### src/rtl/gemm_pkg.sv
// Shared command-path types: opcode encodings, command word counts and the
// command FIFO arbiter state enum.
package gemm_pkg;

    localparam int CMD_MAX_WORDS = 4;

    typedef enum logic [7:0] {
        e_cmd_op_fetch     = 8'h01,
        e_cmd_op_disp      = 8'h02,
        e_cmd_op_tile      = 8'h03,
        e_cmd_op_wait_disp = 8'h04,
        e_cmd_op_wait_tile = 8'h05
    } cmd_op_e;

    typedef enum logic [1:0] {
        IDLE = 2'd0,
        PUSH = 2'd1,
        DROP = 2'd2,
        ACK  = 2'd3
    } cmd_arb_state_t;

    // A zero count marks an opcode the command FIFO consumer does not know.
    function automatic logic [2:0] cmd_word_count(logic [7:0] op);
        logic [2:0] n;
        case (op)
            e_cmd_op_fetch:     n = 3'd3;
            e_cmd_op_disp:      n = 3'd2;
            e_cmd_op_tile:      n = 3'd4;
            e_cmd_op_wait_disp: n = 3'd1;
            e_cmd_op_wait_tile: n = 3'd1;
            default:            n = 3'd0;
        endcase
        return n;
    endfunction

endpackage

### src/rtl/rr_arbiter.sv
// Combinational round-robin pick: first requester at or after i_ptr, wrapping
// back to the lowest index when nothing at or above the pointer is requesting.
module rr_arbiter #(
    parameter int N = 2,
    parameter int W = (N > 1) ? $clog2(N) : 1
) (
    input  logic [N-1:0] i_req,
    input  logic [W-1:0] i_ptr,
    output logic [N-1:0] o_gnt,
    output logic [W-1:0] o_gnt_id,
    output logic         o_any
);

    logic [N-1:0] mask_s;
    logic [N-1:0] sel_s;

    // Prefer requests at/above the pointer, then isolate the lowest set bit.
    always_comb begin
        mask_s   = '0;
        sel_s    = '0;
        o_gnt_id = '0;
        for (int j = 0; j < N; j++) begin
            mask_s[j] = (j >= int'(i_ptr));
        end
        sel_s = ((i_req & mask_s) != '0) ? (i_req & mask_s) : i_req;
        o_gnt = sel_s & (~sel_s + {{(N-1){1'b0}}, 1'b1});
        for (int j = 0; j < N; j++) begin
            o_gnt_id = o_gnt_id | ({W{o_gnt[j]}} & W'(j));
        end
        o_any = |i_req;
    end

endmodule

### src/rtl/cmd_fifo_arbiter.sv
// Round-robin arbiter pushing whole multi-word commands into the shared command
// FIFO. Optional per-source push counters are enabled by CMD_ARB_STATS_EN.
module cmd_fifo_arbiter
    import gemm_pkg::*;
#(
    parameter int NUM_REQ = 2,
    parameter int GRANT_W = (NUM_REQ > 1) ? $clog2(NUM_REQ) : 1
`ifdef CMD_ARB_STATS_EN
   ,parameter int CNT_W   = 16
`endif
) (
    input  logic                   i_clk,
    input  logic                   i_reset,
    input  logic [NUM_REQ-1:0]     i_req,
    input  logic [NUM_REQ*128-1:0] i_cmd_words,
    output logic [NUM_REQ-1:0]     o_ack,
    output logic [31:0]            o_fifo_wdata,
    output logic                   o_fifo_wen,
    input  logic                   i_fifo_full,
    output logic                   o_busy,
    output logic [GRANT_W-1:0]     o_grant_id,
    output logic                   o_drop,
    output logic                   o_drop_sticky,
    input  logic                   i_clr_err
`ifdef CMD_ARB_STATS_EN
   ,output logic [NUM_REQ*CNT_W-1:0] o_cmd_count
`endif
);

    cmd_arb_state_t                     state_q, state_d;
    logic [GRANT_W-1:0]                 ptr_q, ptr_d;
    logic [GRANT_W-1:0]                 grant_q, grant_d;
    logic [CMD_MAX_WORDS-1:0][31:0]     word_buf_q, word_buf_d;
    logic [1:0]                         idx_q, idx_d;
    logic [2:0]                         cnt_q, cnt_d;
    logic                               sticky_q, sticky_d;

    logic [NUM_REQ-1:0]                 rr_gnt_s;
    logic [GRANT_W-1:0]                 rr_gnt_id_s;
    logic                               rr_any_s;
    logic [127:0]                       sel_words_s;
    logic [2:0]                         sel_cnt_s;

    function automatic logic [GRANT_W-1:0] next_ptr(logic [GRANT_W-1:0] g);
        return (int'(g) == NUM_REQ - 1) ? '0 : g + GRANT_W'(1);
    endfunction

    rr_arbiter #(
        .N (NUM_REQ),
        .W (GRANT_W)
    ) u_rr (
        .i_req    (i_req),
        .i_ptr    (ptr_q),
        .o_gnt    (rr_gnt_s),
        .o_gnt_id (rr_gnt_id_s),
        .o_any    (rr_any_s)
    );

    // One-hot AND-OR mux of the granted source's command words.
    always_comb begin
        sel_words_s = '0;
        for (int j = 0; j < NUM_REQ; j++) begin
            sel_words_s = sel_words_s | ({128{rr_gnt_s[j]}} & i_cmd_words[j*128 +: 128]);
        end
        sel_cnt_s = cmd_word_count(sel_words_s[7:0]);
    end

    // FSM next state, command latch, word index and sticky drop flag.
    always_comb begin
        state_d    = state_q;
        ptr_d      = ptr_q;
        grant_d    = grant_q;
        word_buf_d = word_buf_q;
        idx_d      = idx_q;
        cnt_d      = cnt_q;
        case (state_q)
            IDLE: begin
                if (rr_any_s) begin
                    grant_d    = rr_gnt_id_s;
                    word_buf_d = sel_words_s;
                    cnt_d      = sel_cnt_s;
                    idx_d      = 2'd0;
                    state_d    = (sel_cnt_s == 3'd0) ? DROP : PUSH;
                end else begin
                    state_d = IDLE;
                end
            end
            PUSH: begin
                if (!i_fifo_full) begin
                    if ({1'b0, idx_q} == (cnt_q - 3'd1)) begin
                        state_d = ACK;
                    end else begin
                        idx_d = idx_q + 2'd1;
                    end
                end else begin
                    state_d = PUSH;
                end
            end
            DROP: state_d = ACK;
            ACK: begin
                ptr_d   = next_ptr(grant_q);
                state_d = IDLE;
            end
            default: state_d = IDLE;
        endcase

        // A drop in the same cycle as a clear leaves the flag set.
        if (state_q == DROP) begin
            sticky_d = 1'b1;
        end else if (i_clr_err) begin
            sticky_d = 1'b0;
        end else begin
            sticky_d = sticky_q;
        end
    end

    // Arbiter state registers.
    always_ff @(posedge i_clk or posedge i_reset) begin
        if (i_reset) begin
            state_q    <= IDLE;
            ptr_q      <= '0;
            grant_q    <= '0;
            word_buf_q <= '0;
            idx_q      <= 2'd0;
            cnt_q      <= 3'd0;
            sticky_q   <= 1'b0;
        end else begin
            state_q    <= state_d;
            ptr_q      <= ptr_d;
            grant_q    <= grant_d;
            word_buf_q <= word_buf_d;
            idx_q      <= idx_d;
            cnt_q      <= cnt_d;
            sticky_q   <= sticky_d;
        end
    end

    assign o_busy        = (state_q != IDLE);
    assign o_fifo_wen    = (state_q == PUSH) && !i_fifo_full;
    assign o_fifo_wdata  = word_buf_q[idx_q];
    assign o_ack         = (state_q == ACK) ? (NUM_REQ'(1) << grant_q) : '0;
    assign o_drop        = (state_q == DROP);
    assign o_grant_id    = grant_q;
    assign o_drop_sticky = sticky_q;

`ifdef CMD_ARB_STATS_EN
    logic [NUM_REQ-1:0][CNT_W-1:0] cmd_count_q, cmd_count_d;

    // Saturating count of commands fully pushed per source; drops carry cnt_q == 0.
    always_comb begin
        cmd_count_d = cmd_count_q;
        for (int j = 0; j < NUM_REQ; j++) begin
            if ((state_q == ACK) && (int'(grant_q) == j) && (cnt_q != 3'd0) &&
                (cmd_count_q[j] != {CNT_W{1'b1}})) begin
                cmd_count_d[j] = cmd_count_q[j] + CNT_W'(1);
            end else begin
                cmd_count_d[j] = cmd_count_q[j];
            end
        end
    end

    // Per-source command counter registers.
    always_ff @(posedge i_clk or posedge i_reset) begin
        if (i_reset) begin
            cmd_count_q <= '0;
        end else begin
            cmd_count_q <= cmd_count_d;
        end
    end

    assign o_cmd_count = cmd_count_q;
`endif

endmodule
### config.mk
export PLATFORM = sky130hd
export DESIGN_NAME = cmd_fifo_arbiter
export DESIGN_NICKNAME = d
export VERILOG_FILES = /design/src/rtl/gemm_pkg.sv /design/src/rtl/rr_arbiter.sv /design/src/rtl/cmd_fifo_arbiter.sv
export SDC_FILE = /design/constraint.sdc
export NUM_CORES = 1
export LEC_CHECK = 0
export BUFFER_PORTS_ARGS = -buffer_cell sky130_fd_sc_hd__buf_2
export CAP_MARGIN = 20
export CORE_MARGIN = 8
export CORE_UTILIZATION = 48
export DETAILED_ROUTE_END_ITERATION = 10
export GPL_TIMING_DRIVEN = 0
export MAX_ROUTING_LAYER = met4
export PLACE_DENSITY = 0.87
export SYNTH_ARGS = -nofsm -noshare
export SYNTH_HDL_FRONTEND = slang
export SYNTH_SLANG_ARGS = --single-unit
### constraint.sdc
create_clock -name i_clk -period 5.9 [get_ports i_clk]
set_input_delay 0.59 -clock i_clk [delete_from_list [all_inputs] [get_ports i_clk]]
set_output_delay 0.59 -clock i_clk [all_outputs]
set_load 0.02 [all_outputs]
==> results of run 1 <==
==> power groups by stage <==
| stage | sequential (W) | clock (W) | combinational (W) |
|---|---|---|---|
| after floorplan | 0.00155 | 0 | 0.00153 |
| after global placement | 0.00164 | 0 | 0.00216 |
| after detailed placement | 0.00166 | 0 | 0.00223 |
| after CTS | 0.00166 | 0.00112 | 0.00224 |
| after global routing | 0.00171 | 0.00117 | 0.00244 |
| final | 0.00167 | 0.00112 | 0.00226 |
==> layer usage <==
| metal | share of wire, % | up-vias | global-route usage [%] |
|---|---|---|---|
| met5 | 0 | - | - |
| met4 | 3.3 | 0 | 13.51 |
| met3 | 12 | 98 | 9.584 |
| met2 | 49 | 581 | 50.12 |
| met1 | 36 | 3406 | 36.31 |
| li1 | - | 2954 | - |
==> per-stage QoR <==
step | setup WS, ns | area (µm²) | util, % | std cells
6_report | 2.828 | 9179 | 66.13 | 1119
3_3_place_gp | 0.0004610 | 8524 | 61.41 | 1083
4_1_cts | 2.838 | 9171 | 66.07 | 1116
3_5_place_dp | 3.184 | 8557 | 61.65 | 1084
2_1_floorplan | 1.614 | 6803 | - | 604
5_1_grt | 2.727 | 9179 | 66.13 | 1119
==> how the worst max path moves through the flow <==
| stage | endpoint | slack, ns | cells after the start |
|---|---|---|---|
| 2_1_floorplan | cnt_q[0] | 1.61 | 1 |
| 3_3_place_gp | word_buf_q[20] | 0.0005 | 2 |
| 3_5_place_dp | word_buf_q[18] | 3.18 | 8 |
| 4_1_cts | o_fifo_wdata[9] | 2.84 | 4 |
| 5_1_grt | o_fifo_wdata[9] | 2.73 | 4 |
| 6_report | o_fifo_wdata[9] | 2.83 | 4 |
==> registers in the layout, summed over array words and instances (netlist names) <==
| name | count |
|---|---|
| cnt_q | 3 |
| idx_q | 2 |
| o_drop_sticky | 1 |
| o_grant_id | 1 |
| ptr_q | 1 |
| state_q | 2 |
| word_buf_q | 128 |
==> layout make-up <==
type / count / area [µm²] / share of cell area (%)
plain buffers: 57 / 244.0 / 2.658
flip-flops and latches: 138 / 3453 / 37.62
inverters: 108 / 410.4 / 4.471
clock buffers: 21 / 470.5 / 5.125
repair buffers: 300 / 1524 / 16.60
clock inverters: 11 / 143.9 / 1.568
diodes: 3 / 7.507 / 0.08179
multi-input cells: 301 / 2700 / 29.42
well taps: 180 / 225.2 / 2.454
==> critical path, stage by stage (launching register included) <==
cell,delay [ns]
dfrtp_1,0.32
buf_2,0.32
clkbuf_1,0.64
mux4_2,0.60
buf_2,0.18
==> cells by family after synthesis <==
logic type | Yosys count | synth area share [%]
AO/OA/AOI/OAI | 176 | 21.61
XOR/XNOR | 4 | 0.5151
adder cells (fa/ha/maj) | 5 | 0.9196
buffers and inverters | 165 | 9.546
flip-flops | 138 | 50.76
multiplexers | 32 | 10.59
AND/OR/NAND/NOR | 84 | 6.051
==> cells in the mapped netlist (2+ instances only) <==
library cell and n:
dfrtp_1 138, buf_1 7, clkbuf_1 38, nand2_1 41
o31ai_1 3, buf_6 2, mux4_2 32, xor2_1 2
a21oi_1 24, a32oi_1 7, or2_2 3, or3_1 2
buf_2 9, nand3_1 2, nor2_1 6, ha_1 5
a32oi_2 2, o21ai_0 32, nand4_1 2, and3_1 24
xnor2_1 2, a21o_1 4, a222oi_1 98, inv_1 108
==> metrics, run 1 <==
total gr overflow=0; CP Class=reg -> out; Distinct cells, synth=35; Hold Path Class=in -> async; sequential element share of the synthesized area=50.76%; share of cells above drive strength 1=41.03%; number of max-cap violations=0; Vias=7,039; Remaining DRCs=0; Leak=4.901 nW; skew final=0.01171 ns; Pint=0.003014 W; PortBufs=299; first-pass GRT wire length=41,720 µm; CTS HTree Levels=4; Worst Path Arrival=2.48 ns; Clock Sinks=138; CP Launch Point=idx_q[0]; Finish-stage setup viols=0; ys async rst share=100.0%; post-CTS setup repair buffer count=0; Post-synth top flop=dfrtp_1; final cycle utilization of the critical path=52.07%; Clock Path Buffers=2; DIE WIDTH=135.1 µm; RSZ-0062 raised after global routing=false; Core Area=13,880 µm²; initial antenna violation count=3; Reg2Reg Setup Slack=3.23 ns; logic gate share of total power=44.8%; status=finished clean; R2R Path End=word_buf_q[21]; Chip Height=135.1 µm; number of global-route vias before repair=7,436; crit path max fanout=10; Starting Density=49.01%; largest net degree at the start of global routing=72; # resized after CTS=0; slew margin rel.=39.31%; Post-Syn Nets=871; # IOs=301; Final Critical Period=3.072 ns; Startpoint Class=register; Worst-Margin Slew=0.9103 ns; clock root cell=clkbuf_16; switching power=0.002044 W; fmax=325.5 MHz; via density per instance=6.290; WL/cell=25.01 µm; Syn. warnings=0; 1st-pass router iterations=6; DR iter-0 viols=1,087; overall die area=18,240 µm²; nets=1,190; Routed Antenna Nets=0; Synth area leaders=dfrtp_1 (51%), a222oi_1 (14%), mux4_2 (11%); TritonCTS clock tree=yes; FILL cells=1,098; RR Startpoint=state_q[1]; most frequent cells in the layout=buf_2 (308), dfrtp_1 (138), inv_1 (107), a222oi_1 (98), nand2_1 (41); Sw Ratio=40.41%; Final Power=0.005058 W; Critical Path End Type=primary output; VDD IR-drop max=0.0003190 V; number of synthesized register bits=138; clock latency on the worst-skew pair=0.43 ns; P per Cell Area=551.1 nW/µm²; hpwl dp=20,390 µm; synthesized area per cell=11.26 µm²; reg2reg path depth=8; Sequential Power Share=33.1%; clock share of power=22.1%; # hold bufs at CTS=0; Area Growth Syn to Fin=34.93%; Synth area leader=dfrtp_1; DRT Wirelength=27,980 µm; setup TNS=0 ns; top cell type's share of synthesized area=50.76%; total CTS buffers=17; total track usage=31.45%; number of synthesized flops with an enable pin=0; Post-Syn Instances=604; hold slack final=0.2407 ns; most common cell after layout, fill and taps aside=buf_2; Final Max Tran Viols=0; Worst Path Required=5.31 ns; Mapped Area=6803 µm²; Core Rows=43; final hold violation count=0; Placer Congestion=0.8922; clk slew on worst S/H paths=0.07 ns
No activity file was read; power rests on OpenSTA's default activity.
==> inputs of run 2 (changes only) <==
CORE_UTILIZATION = 43   (was 48)
PLACE_DENSITY = 0.83   (was 0.87)
clock period = 2.65 ns   (was 5.9 ns; I/O delays follow)
==> run 2 against run 1 <==
  * The run now ends with DRC left
  * Utilization down 6.8 points
  * Design area up 1.2%
  * Combinational power up 120%
  * Register-to-register slack got worse by 3.0 ns
  * Cell count rose by 3.2%
  * Global-route usage is 2.9 points lower
  * First-iteration DRC count is 7.0% lower
  * Largest cell class unchanged
  * Total power up 120%
  * Setup slack worse by 2.7 ns
  * Critical path type unchanged
  * Sequential share of layout area shrank 0.46 points
  * Sequential power is 120% higher
  * Clock skew down 0.0023 ns
==> metrics, run 2 (same netlist as run 1, synthesis figures left out) <==
Hold Path Class=in -> reg; Crit. path cell count=4 (unchanged); ANT cells=0 (-3); fmax=403.1 MHz; FILL cells=1,338 (+22%); Remaining DRCs=1 (+1); total CTS buffers=17 (unchanged); Reg2Reg Setup Slack=0.19 ns (-3.04 ns); Finish-stage setup viols=0 (unchanged); DR iter-0 viols=1,011 (-7.0%); clock latency on the worst-skew pair=0.42 ns (about the same); number of max-cap violations=0 (unchanged); largest net degree at the start of global routing=42 (-42%); Routed Antenna Nets=0 (unchanged); clk slew on worst S/H paths=0.06 ns (about the same); multi-input logic area=2700 µm² (unchanged); Clock Path Buffers=2 (unchanged); CP Class=reg -> out; Worst-Margin Slew=0.7541 ns (-0.1563 ns); DIE WIDTH=141.8 µm (+5.0%); VDD IR-drop max=0.0006192 V (+94%); final hold violation count=0 (unchanged); P per Cell Area=1219 nW/µm² (+120%); Cell Chain, Critical Path=buf_2 -> clkbuf_4 -> mux4_2 -> buf_2; Final Max Tran Viols=0 (unchanged); DRT Wirelength=27,970 µm (about the same); initial antenna violation count=0 (-3); total gr overflow=0 (unchanged); final core utilization=59.36% (-6.8 points); Final Critical Period=2.481 ns; RR Startpoint=state_q[0]; share of cells above drive strength 1=41.64% (+0.61 points); most common cell after layout, fill and taps aside=buf_2; Seq. cell area=3453 µm² (unchanged); Biggest register=word_buf_q; Area Growth Syn to Fin=36.60%; CP bufs+invs=3 (unchanged); met2 Use GR=44.92% (-5.2 points); Worst Path Arrival=2.22 ns (-0.26 ns); cell mode on critical path=buf_2; TritonCTS clock tree=yes; status=finished with violations; Placer Congestion=0.9090 (+1.9%); CTS HTree Levels=4 (unchanged); hold path cells=3; largest registers=word_buf_q x128, cnt_q x3; clock root cell=clkbuf_16; post-CTS setup repair buffer count=0 (unchanged); gr busiest metal=met2; Worst Path Required=2.38 ns (-2.93 ns); Core Rows=46 (+7.0%); via density per instance=5.916 (-6.0%); WL/cell=24.22 µm (-3.1%); Starting Density=43.45% (-5.6 points); hold slack final=0.05043 ns (-0.1903 ns); delay-heaviest family, CP=buffers and inverters; Critical Path End Type=primary output; slew margin rel.=49.73% (+10 points); crit path max fanout=10 (unchanged); hpwl dp=20,950 µm (+2.8%); most frequent cells in the layout=buf_2 (306), dfrtp_1 (138), inv_1 (107), a222oi_1 (98), nand2_1 (41); Clock Sinks=138 (unchanged); CP max-delay cell=mux4_2; Chip Height=141.8 µm (+5.0%); number of flip-flops in the largest register=128 (unchanged); Leak=4.939 nW (+0.78%); M3 GR Usage=6.418% (-3.2 points); skew final=0.009447 ns (-0.002263 ns); RSZ-0062 raised after global routing=false; total track usage=28.51% (-2.9 points); PortBufs=299 (unchanged); met1 Usage GRT=34.64% (-1.7 points); worst hold start=i_cmd_words[229]; reg2reg path depth=7 (-1); final cycle utilization of the critical path=93.61%; Startpoint Class=register; failing checks=DRC; first-pass GRT wire length=41,580 µm (-0.33%); # IOs=301 (unchanged); nets=1,193 (+0.25%); Core Area=15,660 µm² (+13%); R2R Path End=word_buf_q[122]; number of global-route vias before repair=7,272 (-2.2%); overall die area=20,100 µm² (+10%); 1st-pass router iterations=11 (+5); Vias=6,833 (-2.9%); WHS Endpoint=word_buf_q[101]; crit-path max cell delay=0.58 ns (-0.06 ns)
==> run 2: how the worst max path moves through the flow <==
stage,startpoint,endpoint,slack (ns)
CTS,idx_q[1],o_fifo_wdata[29],0.002
finish,idx_q[0],o_fifo_wdata[27],0.17
global route,idx_q[0],o_fifo_wdata[27],0.03
detailed placement,state_q[0],word_buf_q[25],0.07
floorplan,i_reset,cnt_q[0],0.66
global placement,i_reset,word_buf_q[19],-0.27
==> run 2: worst min-delay path, cell delays in order <==
cell,delay [ns]
buf_2,0.07
a222oi_1,0.05
inv_1,0.05
==> run 2: layout make-up <==
cell class / count / area share [%]
Clock inverter: 11 / 1.804
Clock buffer: 21 / 5.063
Sequential cell: 138 / 37.16
Multi-Input combinational cell: 301 / 29.06
Buffer: 57 / 2.747
Inverter: 108 / 4.403
Timing Repair Buffer: 303 / 16.86
Tap cell: 216 / 2.908
==> run 2: layer usage <==
metal | part of all wire [%] | wire length [µm]
met5 | 0 | 0
met4 | 2.9 | 799
met3 | 10 | 2818
met2 | 48 | 13500
met1 | 39 | 10860
==> run 2: through the flow <==
step	total power (W)	setup TNS, ns	std cells	area [µm²]	setup slack (ns)
4_1_cts	0.01131	0	1155	9283	0.002064
6_report	0.01132	0	1155	9293	0.1694
5_1_grt	0.01194	0	1155	9293	0.02843
2_1_floorplan	0.006869	0	604	6807	0.6639
3_5_place_dp	0.008713	0	1122	8633	0.07005
3_3_place_gp	0.008511	-35.78	1119	8573	-0.2707
==> run 2: report_power, final <==
part           leakage [nW]  internal, W  switching, W
Sequential             1.73      0.00308      0.000615
Clock                 0.309      0.00165      0.000934
Combinational          2.90      0.00208       0.00296
Total                  4.94      0.00682       0.00451
==> run 2: what timing repair did <==
| action | in CTS | in global routing |
|---|---|---|
| cloned | 0 | 0 |
| setup endpoints to repair | 2 | 36 |
| hold buffers | 1 | 0 |
| endpoints found under the hold margin | 24 | 0 |
| gates resized for setup | 1 | 9 |
==> inputs of run 3 (changes only) <==
CORE_UTILIZATION = 48   (was 43)
PLACE_DENSITY = 0.87   (was 0.83)
clock period = 2.4 ns   (was 2.65 ns; I/O delays follow)
==> run 3 against run 2 <==
  * The flow now finishes without violations
  * Sequential power grew 11%
  * Clock power shrank 4%
  * Worst hold slack lost 0.020 ns
  * Combinational power grew 12%
  * Die area shrank 9.3%
  * Critical path depth grew 3
  * Register-to-register slack lost 0.07 ns
  * Design area shrank 1.2%
  * Utilization grew 6.8 points
  * Setup slack lost 0.046 ns
  * Sequential share of layout area grew 0.44 points
  * Global-route usage grew 2.8 points
  * Critical path type is now reg -> reg
  * Critical endpoint is now word_buf_q[27]
==> metrics, run 3 (same netlist as run 1, synthesis figures left out) <==
status=finished clean; Worst-Margin Slew=0.7707 ns (+0.01661 ns); Final Critical Period=2.277 ns; P per Cell Area=1328 nW/µm² (+8.9%); total CTS buffers=17 (unchanged); WL/cell=24.87 µm (+2.7%); Design Area, Final=9184 µm² (-1.2%); Area Growth Syn to Fin=35.00%; DR iter-0 viols=1,011 (unchanged); DRT Wirelength=27,830 µm (-0.50%); RSZ-0062 raised after global routing=false; PortBufs=299 (unchanged); Worst Path Required=2.75 ns (+0.37 ns); fmax=439.2 MHz; Area after DPL=8588 µm² (-0.52%); total gr overflow=0 (unchanged); Chip Height=135.1 µm (-4.7%); most frequent cells in the layout=buf_2 (308), dfrtp_1 (138), inv_1 (107), a222oi_1 (98), nand2_1 (41); clock latency on the worst-skew pair=0.42 ns (about the same); crit path max fanout=10 (unchanged); Worst Path Arrival=2.63 ns (+0.41 ns); most common cell after layout, fill and taps aside=buf_2; reg2reg path depth=7 (unchanged); Critical Path End Type=register; Reg2Reg Setup Slack=0.12 ns (-0.07 ns); CTS HTree Levels=4 (unchanged); TritonCTS clock tree=yes; largest registers=word_buf_q x128, cnt_q x3; Final Max Tran Viols=0 (unchanged); Placer Congestion=0.9116 (+0.29%); largest net degree at the start of global routing=41 (-2.4%); Routed Antenna Nets=0 (unchanged); via density per instance=6.185 (+4.5%); hpwl dp=20,590 µm (-1.7%); post-CTS setup repair buffer count=0 (unchanged); clk slew on worst S/H paths=0.06 ns (about the same); FILL cells=1,098 (-18%); hold path cells=3 (unchanged); Finish-stage setup viols=0 (unchanged); initial antenna violation count=1 (+1); total track usage=31.29% (+2.8 points); nets=1,193 (unchanged); share of cells above drive strength 1=42.64% (+1.0 points); Core Area=13,880 µm² (-11%); Core Rows=43 (-6.5%); # IOs=301 (unchanged); 1st-pass router iterations=9 (-2); Vias=6,921 (+1.3%); CP Class=reg -> reg; Biggest register=word_buf_q; VDD IR-drop max=0.0007196 V (+16%); number of flip-flops in the largest register=128 (unchanged); number of max-cap violations=0 (unchanged); Clock Sinks=138 (unchanged); number of global-route vias before repair=7,454 (+2.5%); Leak=4.921 nW (-0.37%); slew margin rel.=48.62% (-1.1 points); Startpoint Class=register; overall die area=18,240 µm² (-9.3%); Hold Path Class=in -> reg; final hold violation count=0 (unchanged); clock root cell=clkbuf_16; DIE WIDTH=135.1 µm (-4.7%); Starting Density=49.01% (+5.6 points); final cycle utilization of the critical path=94.88%; setup TNS=0 ns (unchanged); Clock Path Buffers=2 (unchanged); skew final=0.008765 ns (-0.0006823 ns); first-pass GRT wire length=41,490 µm (-0.22%); Remaining DRCs=0 (-1)
[run 3: changes by cell type in the layout (fill, tap and decap cells not counted), sizes merged]
cell	change
buf	+2
bufinv	-3
clkbuf	-4
clkinv	+2
clkinvlp	+2
diode	+1
[run 3: through the flow]
step	instances	hold WS [ns]	power [W]	worst slack [ns]	util, %
after CTS	1118	0.01603	0.01211	-0.002602	66.00
after global placement	1083	0.4481	0.009352	-0.4575	61.44
final	1119	0.03067	0.01219	0.1230	66.16
after detailed placement	1086	0.3887	0.009607	-0.07972	61.87
after global routing	1119	0.02429	0.01282	0.02749	66.16
after floorplan	604	0.3653	0.007584	0.4389	-
[run 3: routing by layer]
metal | GRT usage, % | wire length (µm) | vias up
li1 | - | - | 2965
met1 | 35.42 | 10130 | 3399
met2 | 51.87 | 14000 | 496
met3 | 8.210 | 2878 | 61
met4 | 12.95 | 827 | 0
met5 | - | 0 | -
[run 3: repair_timing]
item                                   in CTS  in global routing
hold buffers                                1                  0
pin swaps                                   0                  0
setup endpoints to repair                  42                 64
gates resized for setup                     9                 19
endpoints found under the hold margin      30                  0
[run 3: worst paths after layout]
check,startpoint,end
max in group asynchronous,i_reset,idx_q[0]
max,state_q[0],word_buf_q[27]
max reg2reg,state_q[0],word_buf_q[27]
min reg2reg,word_buf_q[58],word_buf_q[58]
min,i_cmd_words[244],word_buf_q[116]
min in group asynchronous,i_reset,word_buf_q[71]
[run 3: power breakdown]
group | internal [W] | switching [W] | total [W]
combinational | 0.00234 | 0.00328 | 0.00562
clock | 0.00144 | 0.00103 | 0.00247
sequential | 0.00341 | 0.000692 | 0.00410
[run 3: cell type report]
cell class	instances	area (µm²)	share of cell area (%)
inverter	108	409.1	4.455
antenna	1	2.502	0.02725
multi-input combinational	301	2703	29.43
tap	180	225.2	2.452
sequential	138	3453	37.60
timing repair buffer	303	1567	17.06
clock buffer	19	442.9	4.823
clock inverter	12	102.6	1.117
buffer	57	279.0	3.038
[run 3: worst max-delay path, cell delays in order, from the launching register on]
cell and delay [ns]:
dfrtp_1 0.38, inv_1 0.09, ha_1 0.28, o21ai_1 0.24, clkbuf_1 0.37, clkbuf_1 0.53
a222oi_1 0.22, inv_1 0.11
